File: src/rtl/lkup_tcam_req_arb.sv
// Round-robin arbiter that shares one TCAM lookup port between NUM_REQ
// clients. Requests are tagged with the requester index, and responses are
// steered back by the echoed tid. A global credit counter bounds the number
// of lookups in flight.
//
// Handshake rule for every port pair: a transfer happens in a cycle where
// valid and ready are both 1 at the rising clock edge. A ready may depend on
// the matching valid, but a valid never depends on the matching ready.
module lkup_tcam_req_arb #(
    parameter int NUM_REQ         = 2,
    parameter int KEY_WIDTH       = 16,
    parameter int RESULT_WIDTH    = 8,
    parameter int CHTID_WIDTH     = 3,
    parameter int MAX_OUTSTANDING = 8
) (
    input  logic                           clk,
    input  logic                           rst,
    input  logic [NUM_REQ-1:0]             req_tvalid,
    input  logic [NUM_REQ*KEY_WIDTH-1:0]   req_tuser_key,
    output logic [NUM_REQ-1:0]             req_tready,
    output logic [NUM_REQ-1:0]             rsp_tvalid,
    input  logic [NUM_REQ-1:0]             rsp_tready,
    output logic [RESULT_WIDTH-1:0]        rsp_tuser_result,
    output logic                           rsp_tuser_found,
    output logic                           tcam_req_tvalid,
    input  logic                           tcam_req_tready,
    output logic [CHTID_WIDTH-1:0]         tcam_req_tid,
    output logic [KEY_WIDTH-1:0]           tcam_req_tuser_key,
    input  logic                           tcam_rsp_tvalid,
    input  logic [CHTID_WIDTH-1:0]         tcam_rsp_tid,
    input  logic [RESULT_WIDTH-1:0]        tcam_rsp_tuser_result,
    input  logic                           tcam_rsp_tuser_found,
    output logic                           tcam_rsp_tready,
    output logic [7:0]                     outstanding_cnt,
    output logic                           err_bad_tid,
    output logic                           err_rsp_underflow
);

    localparam logic [CHTID_WIDTH:0] NREQ    = (CHTID_WIDTH+1)'(NUM_REQ);
    localparam logic [7:0]           MAX_CNT = 8'(MAX_OUTSTANDING);

    // Request output register and round-robin pointer
    logic                    oreg_vld_q;
    logic [CHTID_WIDTH-1:0]  oreg_tid_q;
    logic [KEY_WIDTH-1:0]    oreg_key_q;
    logic [CHTID_WIDTH-1:0]  ptr_q, ptr_d;

    // Credit counter
    logic [7:0]              cnt_q, cnt_d;

    // Response register
    logic                    rreg_vld_q;
    logic [CHTID_WIDTH-1:0]  rreg_tid_q;
    logic [RESULT_WIDTH-1:0] rreg_result_q;
    logic                    rreg_found_q;

    // Sticky error flags
    logic                    err_bad_tid_q;
    logic                    err_underflow_q;

    logic                    load_en;
    logic                    gnt_vld;
    logic [CHTID_WIDTH-1:0]  gnt_idx;
    logic [KEY_WIDTH-1:0]    gnt_key;
    logic [CHTID_WIDTH:0]    cand;
    logic [CHTID_WIDTH:0]    ptr_nxt;
    logic                    req_fire;
    logic                    rsp_sel_rdy;
    logic                    rsp_fire;
    logic                    rsp_tid_ok;
    logic                    cnt_inc;
    logic                    cnt_dec;

    // Nothing is accepted while rst is high, so no handshake is lost to reset.
    assign load_en    = (!oreg_vld_q || tcam_req_tready) && (cnt_q < MAX_CNT);
    assign req_fire   = !rst && load_en && gnt_vld;
    assign rsp_tid_ok = ({1'b0, tcam_rsp_tid} < NREQ);
    assign rsp_fire   = tcam_rsp_tvalid && tcam_rsp_tready;
    assign cnt_inc    = req_fire;
    assign cnt_dec    = rsp_fire && rsp_tid_ok && (cnt_q != 8'd0);

    // Round-robin search: first valid requester at or after the pointer, with wrap
    always_comb begin
        gnt_vld = 1'b0;
        gnt_idx = '0;
        gnt_key = '0;
        cand    = '0;
        for (int off = 0; off < NUM_REQ; off++) begin
            cand = {1'b0, ptr_q} + (CHTID_WIDTH+1)'(off);
            if (cand >= NREQ) cand = cand - NREQ;
            for (int i = 0; i < NUM_REQ; i++) begin
                if (!gnt_vld && (cand == (CHTID_WIDTH+1)'(i)) && req_tvalid[i]) begin
                    gnt_vld = 1'b1;
                    gnt_idx = CHTID_WIDTH'(i);
                    gnt_key = req_tuser_key[i*KEY_WIDTH +: KEY_WIDTH];
                end
            end
        end
    end

    // Pointer moves one past the winner; it holds when nobody is granted
    always_comb begin
        ptr_nxt = {1'b0, gnt_idx} + (CHTID_WIDTH+1)'(1);
        ptr_d   = ptr_q;
        if (req_fire) ptr_d = (ptr_nxt >= NREQ) ? '0 : ptr_nxt[CHTID_WIDTH-1:0];
    end

    // Per-requester accept: only the granted requester sees ready
    always_comb begin
        req_tready = '0;
        for (int i = 0; i < NUM_REQ; i++) begin
            req_tready[i] = req_fire && (gnt_idx == CHTID_WIDTH'(i));
        end
    end

    // Ready of the requester that currently owns the response register
    always_comb begin
        rsp_sel_rdy = 1'b0;
        for (int k = 0; k < NUM_REQ; k++) begin
            if (rreg_tid_q == CHTID_WIDTH'(k)) rsp_sel_rdy = rsp_tready[k];
        end
    end

    // One-hot response valid decoded from the held tid
    always_comb begin
        rsp_tvalid = '0;
        for (int k = 0; k < NUM_REQ; k++) begin
            rsp_tvalid[k] = rreg_vld_q && (rreg_tid_q == CHTID_WIDTH'(k));
        end
    end

    // Credit: reserve on grant, release on a good-tid response, saturate at 0
    always_comb begin
        cnt_d = cnt_q;
        if (cnt_inc && !cnt_dec)      cnt_d = cnt_q + 8'd1;
        else if (cnt_dec && !cnt_inc) cnt_d = cnt_q - 8'd1;
    end

    // Request output register holds tid/key stable until the TCAM takes it
    always_ff @(posedge clk) begin
        if (rst) begin
            oreg_vld_q <= 1'b0;
            oreg_tid_q <= '0;
            oreg_key_q <= '0;
            ptr_q      <= '0;
        end else begin
            ptr_q <= ptr_d;
            if (req_fire) begin
                oreg_vld_q <= 1'b1;
                oreg_tid_q <= gnt_idx;
                oreg_key_q <= gnt_key;
            end else if (tcam_req_tready) begin
                oreg_vld_q <= 1'b0;
            end
        end
    end

    // Outstanding-lookup counter
    always_ff @(posedge clk) begin
        if (rst) cnt_q <= 8'd0;
        else     cnt_q <= cnt_d;
    end

    // Response register: drained by the owner, refilled only by a good-tid response
    always_ff @(posedge clk) begin
        if (rst) begin
            rreg_vld_q    <= 1'b0;
            rreg_tid_q    <= '0;
            rreg_result_q <= '0;
            rreg_found_q  <= 1'b0;
        end else begin
            if (rreg_vld_q && rsp_sel_rdy) rreg_vld_q <= 1'b0;
            if (rsp_fire && rsp_tid_ok) begin
                rreg_vld_q    <= 1'b1;
                rreg_tid_q    <= tcam_rsp_tid;
                rreg_result_q <= tcam_rsp_tuser_result;
                rreg_found_q  <= tcam_rsp_tuser_found;
            end
        end
    end

    // Sticky error flags, cleared only by reset
    always_ff @(posedge clk) begin
        if (rst) begin
            err_bad_tid_q   <= 1'b0;
            err_underflow_q <= 1'b0;
        end else begin
            if (rsp_fire && !rsp_tid_ok)                    err_bad_tid_q   <= 1'b1;
            if (rsp_fire && rsp_tid_ok && (cnt_q == 8'd0))  err_underflow_q <= 1'b1;
        end
    end

    assign tcam_req_tvalid    = oreg_vld_q;
    assign tcam_req_tid       = oreg_tid_q;
    assign tcam_req_tuser_key = oreg_key_q;
    assign tcam_rsp_tready    = !rst && (!rreg_vld_q || rsp_sel_rdy);
    assign rsp_tuser_result   = rreg_result_q;
    assign rsp_tuser_found    = rreg_found_q;
    assign outstanding_cnt    = cnt_q;
    assign err_bad_tid        = err_bad_tid_q;
    assign err_rsp_underflow  = err_underflow_q;

endmodule
File: config.mk
export PLATFORM = sky130hd
export DESIGN_NAME = lkup_tcam_req_arb
export DESIGN_NICKNAME = d
export VERILOG_FILES = /design/src/rtl/lkup_tcam_req_arb.sv
export SDC_FILE = /design/constraint.sdc
export NUM_CORES = 1
export LEC_CHECK = 0
export CORE_MARGIN = 2
export CORE_UTILIZATION = 46
export CTS_BUF_LIST = sky130_fd_sc_hd__clkbuf_4
export DETAILED_ROUTE_END_ITERATION = 7
export PLACE_DENSITY = 0.88
export SLEW_MARGIN = 20
export SYNTH_ARGS = -nofsm -noshare
export SYNTH_HDL_FRONTEND = slang
export SYNTH_SLANG_ARGS = --single-unit
File: constraint.sdc
create_clock -name clk -period 7.1 [get_ports clk]
set_clock_uncertainty 0.15 [all_clocks]
set_input_delay 0.71 -clock clk [delete_from_list [all_inputs] [get_ports clk]]
set_output_delay 0.71 -clock clk [all_outputs]
set_load 0.05 [all_outputs]
==> metrics.txt, run 1 <==
# TYPE chip_impl_metric gauge
chip_impl_metric{name="area_growth_syn_to_layout",unit="%"} 47.1
chip_impl_metric{name="tritoncts.num_buffers",unit=""} 5
chip_impl_metric{name="hold_viol_final",unit=""} 0
chip_impl_info{name="critPathCaptureType",value="output port"} 1
chip_impl_metric{name="cts.hold.buffers_added",unit=""} 0
chip_impl_metric{name="finalNetCount",unit=""} 366
chip_impl_info{name="slowest_stage",value="sky130_fd_sc_hd__clkdlybuf4s50_1"} 1
chip_impl_metric{name="die_area",unit="mm²"} 0.00501
chip_impl_info{name="cts_tree",value="done"} 1
chip_impl_metric{name="syn_avg_cell_area",unit="µm²"} 9.44
chip_impl_info{name="path_cells",value="or4_4, nor4_2, o21a_1, buf_4, nor2b_1, clkdlybuf4s50_1"} 1
chip_impl_metric{name="htree_num_levels",unit=""} 2
chip_impl_metric{name="fill_count",unit=""} 362
chip_impl_metric{name="power_per_cell_area",unit="mW/mm²"} 365
chip_impl_info{name="critical-path-top-delay-family",value="buffers and inverters"} 1
chip_impl_metric{name="routed_via_density",unit=""} 5.47
chip_impl_metric{name="max-clock-path-buffers",unit=""} 2
chip_impl_metric{name="worstPathBufferInverterCount",unit=""} 2
chip_impl_info{name="critPathKind",value="register to output port"} 1
chip_impl_info{name="hp-class",value="register to register"} 1
chip_impl_metric{name="part_of_the_cycle_the_worst_path_needs",unit="%"} 55.6
chip_impl_metric{name="synthArstFlopShare",unit="%"} 0
chip_impl_info{name="grt_setup_unrepaired",value="false"} 1
chip_impl_metric{name="peakVddDrop",unit="µV"} 155
chip_impl_info{name="ctsRootBufferMaster",value="sky130_fd_sc_hd__clkbuf_4"} 1
chip_impl_metric{name="drt_iter0_markers",unit=""} 76
chip_impl_metric{name="postRouteWirelength",unit="mm"} 5.09
chip_impl_metric{name="vias_in_the_first_global_route",unit=""} 1779
chip_impl_metric{name="internal_power",unit="µW"} 582
chip_impl_metric{name="max-slew-margin-rel",unit="%"} 37.9
chip_impl_metric{name="utilization",unit="%"} 69.7
chip_impl_metric{name="switching_power",unit="µW"} 517
chip_impl_metric{name="boundaryPins",unit=""} 96
chip_impl_metric{name="std_cell_rows",unit=""} 24
chip_impl_metric{name="layout-drive-gt1-share",unit="%"} 8.20
chip_impl_metric{name="pwr-share-clk",unit="%"} 9.6
chip_impl_metric{name="post_synth_xor_area_fraction",unit="%"} 1.28
chip_impl_info{name="layout_common_cells",value="sky130_fd_sc_hd__clkdlybuf4s50_1 (92), sky130_fd_sc_hd__dfxtp_1 (42), sky130_fd_sc_hd__nor2_1 (40)"} 1
chip_impl_metric{name="arrival",unit="ns"} 3.09
chip_impl_metric{name="grt_use_total",unit="%"} 20.3
chip_impl_metric{name="post_synth_fa_ha_maj_area_fraction",unit="%"} 5.25
chip_impl_info{name="setup_crit_start_kind",value="register"} 1
chip_impl_metric{name="timing.critical_path.fanout_max",unit=""} 36
chip_impl_metric{name="clock-sinks",unit=""} 42
chip_impl_metric{name="routed_wire_length_per_instance",unit="µm"} 14.3
chip_impl_metric{name="compound_gate_portion_of_the_synthesized_area",unit="%"} 22.2
chip_impl_metric{name="max_clock_freq",unit="MHz"} 253
chip_impl_metric{name="count_of_antenna_violating_nets_left_after_detailed_routing",unit=""} 0
chip_impl_metric{name="vias",unit=""} 1952
chip_impl_metric{name="grt_pass1_wl",unit="mm"} 8.11
chip_impl_metric{name="insertedDiodeCount",unit=""} 0
chip_impl_metric{name="simple_gate_fraction_of_synth_area",unit="%"} 17.8
chip_impl_metric{name="route.detailed.drc",unit=""} 0
chip_impl_metric{name="globalRouteOverflowTotal",unit=""} 0
chip_impl_metric{name="drt-pass1-iter-count",unit=""} 4
chip_impl_metric{name="worst_margin_pin_slew",unit="ns"} 0.931
chip_impl_metric{name="p_sw_share",unit="%"} 47.0
chip_impl_metric{name="yosys_warns",unit=""} 0
chip_impl_metric{name="clk_pin_slew_worst_paths",unit="ns"} 0.11
chip_impl_metric{name="insertion_delay",unit="ns"} 0.34
chip_impl_metric{name="chipHeight",unit="µm"} 70.8
chip_impl_metric{name="postCtsSetupRepairBufs",unit=""} 0
chip_impl_info{name="dominant_combinational_cell_family_by_area_after_synthesis",value="compound AO/OA/AOI/OAI gates"} 1
chip_impl_metric{name="gpl.final_weighted_congestion",unit=""} 0.827
chip_impl_metric{name="maxcap_viol_count",unit=""} 0
chip_impl_metric{name="die_width",unit="µm"} 70.8
chip_impl_metric{name="synth-seq-area-share",unit="%"} 41.0
chip_impl_info{name="result_of_the_run",value="completed"} 1
chip_impl_metric{name="share_seq_of_total_power",unit="%"} 30.1
chip_impl_metric{name="floorplan.initialDensity",unit="%"} 47.4
chip_impl_metric{name="core",unit="mm²"} 0.00432
chip_impl_info{name="synthTopCellsByArea",value="sky130_fd_sc_hd__dfxtp_1 (41%), sky130_fd_sc_hd__nor2_1 (7.3%), sky130_fd_sc_hd__mux2i_1 (5.9%), sky130_fd_sc_hd__a22oi_1 (5.9%), sky130_fd_sc_hd__a211oi_2 (5.5%)"} 1
chip_impl_metric{name="count_of_mapped_cells_out_of_synthesis",unit=""} 217
chip_impl_metric{name="muxShareOfSynthArea",unit="%"} 6.41
chip_impl_metric{name="ys_seq_elements",unit=""} 42
chip_impl_info{name="dominantRegCellSynth",value="sky130_fd_sc_hd__dfxtp_1"} 1
chip_impl_metric{name="timing.setup.tns",unit="ns"} 0
chip_impl_metric{name="synth_cell_type_count",unit=""} 44
chip_impl_metric{name="yosys.area.top_type_share",unit="%"} 41.0
chip_impl_metric{name="io_buffer_count",unit=""} 93
chip_impl_metric{name="final_setup_vio_count",unit=""} 0
chip_impl_metric{name="antenna_found_initial",unit=""} 0
chip_impl_info{name="layout.cells.most_common",value="sky130_fd_sc_hd__clkdlybuf4s50_1"} 1
chip_impl_metric{name="synth-edff-count",unit=""} 0
chip_impl_metric{name="worst_ep_required_time",unit="ns"} 6.24
chip_impl_metric{name="grt_start_max_net_pins",unit=""} 48
chip_impl_metric{name="timing_max_transition_violations_final",unit=""} 0
chip_impl_metric{name="layout_min_cycle_time",unit="ns"} 3.95
chip_impl_metric{name="post_cts.resized_instances",unit=""} 0
chip_impl_metric{name="detailed_place_hpwl",unit="mm"} 3.78
chip_impl_info{name="synth_area_leader_cell",value="sky130_fd_sc_hd__dfxtp_1"} 1
chip_impl_metric{name="cellLeakagePower",unit="µW"} 0.00111
chip_impl_metric{name="syn-cell-area",unit="mm²"} 0.00205
chip_impl_metric{name="worst_path_largest_cell_delay",unit="ns"} 0.80
chip_impl_metric{name="combPwrFrac",unit="%"} 60.3
[final timing paths]
kind,depth (start not counted),slack (ns),start,endpoint
max reg2reg,11,3.58,outstanding_cnt[3],outstanding_cnt[7]
min,2,0.31,tcam_req_tid[0],tcam_req_tid[0]
max,6,3.15,outstanding_cnt[3],req_tready[0]
min reg2reg,2,0.31,tcam_req_tid[0],tcam_req_tid[0]
[flip-flops by register name, summed over array words and instances (netlist names)]
register,count
tcam_req_tuser_key,16
outstanding_cnt,8
rsp_tuser_result,8
rreg_tid_q,3
err_bad_tid,1
err_rsp_underflow,1
ptr_q,1
rreg_vld_q,1
rsp_tuser_found,1
tcam_req_tid,1
tcam_req_tvalid,1
[cell families after synthesis]
family	Yosys count
simple gates	72
compound gates	57
flops	42
buf+inv	21
mux	13
fa+ha+maj	8
xor+xnor	3
other cells	1
[worst register-to-register path, cell delays in order (launching register included)]
cell and delay, ns:
sky130_fd_sc_hd__dfxtp_1 0.36, sky130_fd_sc_hd__or4_4 0.57, sky130_fd_sc_hd__nor4_2 0.25, sky130_fd_sc_hd__o21a_1 0.20, sky130_fd_sc_hd__ha_1 0.24, sky130_fd_sc_hd__inv_1 0.15
sky130_fd_sc_hd__ha_1 0.37, sky130_fd_sc_hd__a21o_1 0.21, sky130_fd_sc_hd__a31o_2 0.25, sky130_fd_sc_hd__o21a_1 0.17, sky130_fd_sc_hd__o21bai_1 0.15, sky130_fd_sc_hd__mux2_2 0.34
[Yosys cell counts, drive strengths merged, types with 2 or more instances]
library cell	n
dfxtp	42
a31oi	2
mux2i	12
nand2	4
a21boi	3
clkbuf	6
nor2b	5
ha	7
inv	6
o21bai	2
xor2	3
a211oi	16
a21oi	6
o211ai	2
a21o	3
or3	2
nor3	6
o21a	3
nor4b	2
nor3b	4
a22oi	16
buf	9
nand3	2
nor2	40
[layer usage]
layer | global-route usage (%) | up-vias | share of wire (%)
met3 | 8.55 | 4 | 10
met4 | 4.61 | 0 | 0.67
li1 | - | 958 | -
met1 | 23.3 | 916 | 41
met5 | 0 | - | 0
met2 | 35.1 | 74 | 48
[power groups by stage]
stage	logic [µW]	registers [µW]	clock network [µW]
2_1_floorplan	294	521	0
3_3_place_gp	646	333	0
3_5_place_dp	662	335	0
4_1_cts	665	330	109
5_1_grt	713	339	117
6_report	662	331	106
[final cells by class]
type                            count  area, µm²  area share [%]
Sequential cell                    42        841            27.9
Tap cell                           52       65.1            2.16
Multi-Input combinational cell    155       1100            36.4
Timing Repair Buffer               96        948            31.5
Clock buffer                        5       37.5            1.25
Clock inverter                      1       3.75           0.125
Inverter                            6       22.5           0.747
[stage by stage]
stage	hold slack (ns)	power [µW]	instance area (µm²)	instances	setup slack [ns]
finish	0.312	1100	3010	357	3.15
global route	0.341	1170	3010	357	3.01
global placement	0.290	979	2970	351	3.01
detailed placement	0.302	998	2970	351	2.90
floorplan	0.331	814	2050	218	3.33
CTS	0.318	1100	3010	357	3.12
Power figures use the tool's default switching activity.
==> run 2, diff against run 1 <==
CORE_UTILIZATION = 42   (was 46)
PLACE_DENSITY = 0.82   (was 0.88)
clock period = 3.9 ns   (was 7.1 ns; I/O delays follow)
==> run 2 against run 1 <==
Sequential cell count unchanged. Highest routed layer unchanged. Sequential share of layout area decreased by 0.48 points. Register-to-register slack got worse by 3.1 ns. Setup slack got worse by 2.7 ns. Global-route usage decreased by 2.0 points. Count of clock-buffer cells in the layout unchanged. Total power increased by 83%. Design area increased by 1.7%.
==> metrics.txt, run 2 (synthesized netlist as in run 1, its figures left out) <==
# TYPE chip_impl_metric gauge
chip_impl_info{name="result_of_the_run",value="completed"} 1
chip_impl_metric{name="tritoncts.num_buffers",unit=""} 5
chip_impl_info{name="ctsRootBufferMaster",value="sky130_fd_sc_hd__clkbuf_4"} 1
chip_impl_info{name="layout.cells.most_common",value="sky130_fd_sc_hd__clkdlybuf4s50_1"} 1
chip_impl_metric{name="grt.met1_usage",unit="%"} 20.5
chip_impl_metric{name="std_cell_rows",unit=""} 25
chip_impl_metric{name="routed_wire_length_per_instance",unit="µm"} 13.2
chip_impl_metric{name="floorplan.initialDensity",unit="%"} 43.4
chip_impl_metric{name="antenna_found_initial",unit=""} 0
chip_impl_metric{name="maxcap_viol_count",unit=""} 0
chip_impl_metric{name="timing.final.ws_setup",unit="ns"} 0.462
chip_impl_metric{name="insertedDiodeCount",unit=""} 0
chip_impl_metric{name="vias",unit=""} 1919
chip_impl_metric{name="die_width",unit="µm"} 73.9
chip_impl_metric{name="die_area",unit="mm²"} 0.00545
chip_impl_info{name="setup_crit_start_kind",value="register"} 1
chip_impl_metric{name="postRouteWirelength",unit="mm"} 5.00
chip_impl_metric{name="count_of_antenna_violating_nets_left_after_detailed_routing",unit=""} 0
chip_impl_metric{name="route.detailed.drc",unit=""} 0
chip_impl_info{name="critPathCaptureType",value="register"} 1
chip_impl_metric{name="drt-pass1-iter-count",unit=""} 4
chip_impl_metric{name="timing.critical_path.fanout_max",unit=""} 6
chip_impl_metric{name="part_of_the_cycle_the_worst_path_needs",unit="%"} 88.1
chip_impl_metric{name="drt_iter0_markers",unit=""} 77
chip_impl_metric{name="fill_count",unit=""} 414
chip_impl_metric{name="cellLeakagePower",unit="µW"} 0.00113
chip_impl_metric{name="arrival",unit="ns"} 3.55
chip_impl_metric{name="grt_pass1_wl",unit="mm"} 7.73
chip_impl_metric{name="post_cts.resized_instances",unit=""} 0
chip_impl_metric{name="detailedPlace.worstSlack",unit="ns"} 0.266
chip_impl_metric{name="max-clock-path-buffers",unit=""} 2
chip_impl_metric{name="max_clock_freq",unit="MHz"} 291
chip_impl_metric{name="layout_min_cycle_time",unit="ns"} 3.44
chip_impl_metric{name="hold_viol_final",unit=""} 0
chip_impl_metric{name="grtUsageMet3",unit="%"} 7.00
chip_impl_metric{name="vias_in_the_first_global_route",unit=""} 1746
chip_impl_metric{name="routed_via_density",unit=""} 5.08
chip_impl_info{name="critPathKind",value="register to register"} 1
chip_impl_metric{name="layout.cells.non_filler",unit=""} 378
chip_impl_info{name="hp-class",value="register to register"} 1
chip_impl_info{name="reg2reg_from",value="outstanding_cnt[3]"} 1
chip_impl_metric{name="grt_use_total",unit="%"} 18.3
chip_impl_metric{name="chipHeight",unit="µm"} 73.9
chip_impl_metric{name="boundaryPins",unit=""} 96
chip_impl_metric{name="finalNetCount",unit=""} 370
chip_impl_metric{name="design_power_total",unit="µW"} 2020
chip_impl_info{name="cts_tree",value="done"} 1
chip_impl_info{name="grt_setup_unrepaired",value="false"} 1
chip_impl_metric{name="insertion_delay",unit="ns"} 0.36
chip_impl_metric{name="area_growth_syn_to_layout",unit="%"} 49.6
chip_impl_metric{name="peakVddDrop",unit="µV"} 340
chip_impl_metric{name="clock-sinks",unit=""} 42
chip_impl_metric{name="io_buffer_count",unit=""} 93
chip_impl_info{name="layout_common_cells",value="sky130_fd_sc_hd__clkdlybuf4s50_1 (90), sky130_fd_sc_hd__dfxtp_1 (42), sky130_fd_sc_hd__nor2_1 (40)"} 1
chip_impl_metric{name="max-slew-margin-rel",unit="%"} 62.8
chip_impl_metric{name="worst_margin_pin_slew",unit="ns"} 0.557
chip_impl_metric{name="grt_start_max_net_pins",unit=""} 46
chip_impl_metric{name="htree_num_levels",unit=""} 2
chip_impl_metric{name="worst_ep_required_time",unit="ns"} 4.01
chip_impl_metric{name="power_per_cell_area",unit="mW/mm²"} 657
chip_impl_info{name="startpoint",value="outstanding_cnt[3]"} 1
chip_impl_metric{name="timing.setup.tns",unit="ns"} 0
chip_impl_metric{name="layout-drive-gt1-share",unit="%"} 10.3
chip_impl_metric{name="postCtsSetupRepairBufs",unit=""} 0
chip_impl_metric{name="cts.hold.buffers_added",unit=""} 0
chip_impl_metric{name="post-place-cells",unit=""} 370
chip_impl_metric{name="globalRouteOverflowTotal",unit=""} 0
chip_impl_metric{name="detailed_place_hpwl",unit="mm"} 3.80
chip_impl_metric{name="timing_max_transition_violations_final",unit=""} 0
chip_impl_metric{name="clk_pin_slew_worst_paths",unit="ns"} 0.13
chip_impl_info{name="peak_usage_layer_in_the_global_routing_report",value="met2"} 1
chip_impl_metric{name="largest_register_ff_count",unit=""} 16
chip_impl_metric{name="final_setup_vio_count",unit=""} 0
chip_impl_metric{name="core",unit="mm²"} 0.00472
chip_impl_metric{name="gpl.final_weighted_congestion",unit=""} 0.825
chip_impl_metric{name="global_route.usage.met2",unit="%"} 32.1
chip_impl_info{name="min_from",value="tcam_req_tid[0]"} 1
==> run 2: cell type report <==
type	instances	area, µm²	area share, %
clock buffer	5	37.5	1.22
clock inverter	3	16.3	0.530
inverter	6	22.5	0.734
multi-input combinational	155	1090	35.6
sequential	42	841	27.4
tap	67	83.8	2.73
timing repair buffer	100	973	31.7
==> run 2: stage by stage <==
stage | instance area, µm² | utilization [%] | hold WS [ns]
after global placement | 3010 | 63.8 | 0.289
after detailed placement | 3010 | 63.8 | 0.301
after floorplan | 2050 | - | 0.331
after CTS | 3070 | 64.9 | 0.319
after global routing | 3070 | 64.9 | 0.346
final | 3070 | 64.9 | 0.315
==> run 2: worst max-delay path: stages (launching register included) <==
cell and delay (ns):
sky130_fd_sc_hd__dfxtp_1 0.36, sky130_fd_sc_hd__or4_4 0.56, sky130_fd_sc_hd__nor4_2 0.25, sky130_fd_sc_hd__o21a_1 0.19, sky130_fd_sc_hd__ha_1 0.22, sky130_fd_sc_hd__inv_1 0.15
sky130_fd_sc_hd__ha_1 0.36, sky130_fd_sc_hd__a21o_1 0.21, sky130_fd_sc_hd__a31o_2 0.25, sky130_fd_sc_hd__o21a_1 0.16, sky130_fd_sc_hd__o21bai_1 0.15, sky130_fd_sc_hd__mux2_2 0.34
==> run 2: where the power goes <==
part | total, µW | leakage [µW] | switching (µW) | internal (µW)
registers | 599 | 0.000343 | 65.8 | 533
clock network | 213 | 0.0000286 | 146 | 67.2
logic | 1200 | 0.000761 | 734 | 470
total | 2020 | 0.00113 | 946 | 1070
==> run 2: per-layer routing <==
| metal | vias up | routed length (µm) |
|---|---|---|
| li1 | 966 | - |
| met2 | 71 | 2360 |
| met3 | 5 | 434 |
| met5 | - | 0 |
| met4 | 0 | 51 |
| met1 | 877 | 2160 |
==> run 2: path summary, 6_finish.rpt <==
| path | cells past startpoint | end | slack [ns] |
|---|---|---|---|
| worst max-delay path | 11 | outstanding_cnt[7] | 0.46 |
| worst min-delay path | 2 | tcam_req_tid[0] | 0.31 |
| worst max register to register | 11 | outstanding_cnt[7] | 0.46 |
| worst min register to register | 2 | tcam_req_tid[0] | 0.31 |
==> run 3, diff against run 2 <==
ABC_CLOCK_PERIOD_IN_PS = 3900   (was default)
CTS_CLUSTER_SIZE = 10   (was default)
GPL_TIMING_DRIVEN = 0   (was default)
==> run 3 against run 2 <==
Critical path type unchanged. First-iteration DRC count decreased by 13%. Highest routed layer unchanged. Setup slack got worse by 0.23 ns. Non-clock buffer count increased by 7. Via count increased by 2.1%. Hold slack improved by 0.012 ns. Count of clock-buffer cells in the layout increased by 1.
==> metrics.txt, run 3 (synthesized netlist as in run 1, its figures left out) <==
# TYPE chip_impl_metric gauge
chip_impl_metric{name="die_width",unit="µm"} 73.9
chip_impl_info{name="result_of_the_run",value="completed"} 1
chip_impl_metric{name="max-clock-path-buffers",unit=""} 2
chip_impl_metric{name="finalNetCount",unit=""} 377
chip_impl_info{name="min_from",value="tcam_req_tid[0]"} 1
chip_impl_metric{name="peakVddDrop",unit="µV"} 330
chip_impl_metric{name="chipHeight",unit="µm"} 73.9
chip_impl_info{name="ctsRootBufferMaster",value="sky130_fd_sc_hd__clkbuf_4"} 1
chip_impl_info{name="grt_setup_unrepaired",value="false"} 1
chip_impl_metric{name="drt_iter0_markers",unit=""} 67
chip_impl_info{name="startpoint",value="outstanding_cnt[3]"} 1
chip_impl_metric{name="power_per_cell_area",unit="mW/mm²"} 675
chip_impl_metric{name="globalRouteOverflowTotal",unit=""} 0
chip_impl_metric{name="postCtsSetupRepairBufs",unit=""} 0
chip_impl_metric{name="maxcap_viol_count",unit=""} 0
chip_impl_metric{name="gpl.final_weighted_congestion",unit=""} 0.831
chip_impl_metric{name="io_buffer_count",unit=""} 93
chip_impl_metric{name="routed_via_density",unit=""} 5.09
chip_impl_info{name="setup_crit_start_kind",value="register"} 1
chip_impl_metric{name="arrival",unit="ns"} 3.76
chip_impl_metric{name="vias",unit=""} 1960
chip_impl_info{name="layout_common_cells",value="sky130_fd_sc_hd__clkdlybuf4s50_1 (93), sky130_fd_sc_hd__dfxtp_1 (42), sky130_fd_sc_hd__nor2_1 (40)"} 1
chip_impl_metric{name="cts.hold.buffers_added",unit=""} 0
chip_impl_metric{name="core",unit="mm²"} 0.00472
chip_impl_metric{name="floorplan.initialDensity",unit="%"} 43.4
chip_impl_info{name="layout.cells.most_common",value="sky130_fd_sc_hd__clkdlybuf4s50_1"} 1
chip_impl_metric{name="hold_viol_final",unit=""} 0
chip_impl_metric{name="layout-drive-gt1-share",unit="%"} 9.43
chip_impl_metric{name="route.detailed.drc",unit=""} 0
chip_impl_metric{name="antenna_found_initial",unit=""} 0
chip_impl_info{name="critPathKind",value="register to register"} 1
chip_impl_info{name="cts_tree",value="done"} 1
chip_impl_metric{name="max-slew-margin-rel",unit="%"} 54.0
chip_impl_metric{name="timing_max_transition_violations_final",unit=""} 0
chip_impl_metric{name="die_area",unit="mm²"} 0.00545
chip_impl_metric{name="insertedDiodeCount",unit=""} 0
chip_impl_metric{name="clock-sinks",unit=""} 42
chip_impl_metric{name="htree_num_levels",unit=""} 2
chip_impl_metric{name="post-place-cells",unit=""} 378
chip_impl_metric{name="drt-pass1-iter-count",unit=""} 4
chip_impl_metric{name="routed_wire_length_per_instance",unit="µm"} 13.7
chip_impl_metric{name="design_power_total",unit="µW"} 2130
chip_impl_metric{name="largest_register_ff_count",unit=""} 16
chip_impl_metric{name="std_cell_rows",unit=""} 25
chip_impl_metric{name="timing.critical_path.fanout_max",unit=""} 19
chip_impl_metric{name="grt_pass1_wl",unit="mm"} 8.09
chip_impl_metric{name="clk_pin_slew_worst_paths",unit="ns"} 0.13
chip_impl_info{name="hp-class",value="register to register"} 1
chip_impl_metric{name="grt_use_total",unit="%"} 18.9
chip_impl_metric{name="cellLeakagePower",unit="µW"} 0.00115
chip_impl_metric{name="tritoncts.num_buffers",unit=""} 5
chip_impl_metric{name="grt_start_max_net_pins",unit=""} 14
chip_impl_metric{name="layout.cells.non_filler",unit=""} 385
chip_impl_metric{name="final_setup_vio_count",unit=""} 0
chip_impl_metric{name="worst_ep_required_time",unit="ns"} 3.99
chip_impl_metric{name="part_of_the_cycle_the_worst_path_needs",unit="%"} 94.1
chip_impl_metric{name="layout_min_cycle_time",unit="ns"} 3.67
chip_impl_info{name="reg2reg_from",value="outstanding_cnt[3]"} 1
chip_impl_metric{name="timing.setup.tns",unit="ns"} 0
chip_impl_metric{name="postRouteWirelength",unit="mm"} 5.26
chip_impl_metric{name="detailed_place_hpwl",unit="mm"} 4.12
chip_impl_metric{name="boundaryPins",unit=""} 96
chip_impl_info{name="critPathCaptureType",value="register"} 1
chip_impl_metric{name="count_of_antenna_violating_nets_left_after_detailed_routing",unit=""} 0
chip_impl_metric{name="area_growth_syn_to_layout",unit="%"} 53.9
chip_impl_metric{name="insertion_delay",unit="ns"} 0.35
chip_impl_metric{name="vias_in_the_first_global_route",unit=""} 1831
chip_impl_metric{name="worst_margin_pin_slew",unit="ns"} 0.689
chip_impl_metric{name="max_clock_freq",unit="MHz"} 273
## run 3: cell count changes in the layout (fill, tap and decap cells not counted), sizes merged
cell,before,now
clkinv,2,0
buf,10,8
clkdlybuf4s50,90,93
bufinv,0,1
clkbuf,5,12
## run 3: area by class of cell
type	instances	area, µm²
fillers	398	1570
multi-input cells	155	1100
repair buffers	93	931
flip-flops and latches	42	841
plain buffers	14	90.1
well taps	67	83.8
clock buffers	6	45.0
clock inverters	2	37.5
inverters	6	22.5
## run 3: timing repair
item                       CTS  global route
setup endpoints to repair    1             2
gates cloned                 0             0
pin swaps                    0             0
resized for setup            1             1
## run 3: critical path: stages, from the launching register on
cell and delay (ns):
sky130_fd_sc_hd__dfxtp_1 0.35, sky130_fd_sc_hd__or4_4 0.58, sky130_fd_sc_hd__nor4_4 0.25, sky130_fd_sc_hd__o21a_1 0.18, sky130_fd_sc_hd__buf_6 0.22, sky130_fd_sc_hd__ha_2 0.25
sky130_fd_sc_hd__inv_1 0.13, sky130_fd_sc_hd__ha_1 0.35, sky130_fd_sc_hd__a21o_1 0.21, sky130_fd_sc_hd__a31o_2 0.25, sky130_fd_sc_hd__o21a_1 0.16, sky130_fd_sc_hd__o21bai_1 0.14
sky130_fd_sc_hd__mux2_2 0.34
## run 3: path summary, 6_finish.rpt
kind / cells after the start / slack (ns) / end
setup / recovery: 12 / 0.23 / outstanding_cnt[7]
hold / removal: 2 / 0.33 / tcam_req_tid[0]
setup reg to reg: 12 / 0.23 / outstanding_cnt[7]
hold reg to reg: 2 / 0.33 / tcam_req_tid[0]
## run 3: routing by layer
layer	global-route usage, %	wire length [µm]
met1	22.4	2260
met2	33.1	2480
met3	5.35	472
met4	5.45	46
met5	0	0
## run 3: power breakdown
| group | leakage [µW] | internal, µW | switching (µW) | total (µW) |
|---|---|---|---|---|
| clock | 0.0000419 | 142 | 142 | 284 |
| combinational | 0.000769 | 487 | 756 | 1240 |
| sequential | 0.000343 | 533 | 68.4 | 601 |
| total | 0.00115 | 1160 | 966 | 2130 |
## run 3: metrics by stage
step | cell area [µm²] | hold WS, ns | setup WS, ns | util (%)
floorplan | 2050 | 0.331 | 0.129 | -
global placement | 3070 | 0.291 | -0.0645 | 65.0
detailed placement | 3070 | 0.309 | -0.104 | 65.0
CTS | 3150 | 0.325 | 0.0286 | 66.8
global route | 3150 | 0.354 | 0.0972 | 66.8
finish | 3150 | 0.326 | 0.232 | 66.8
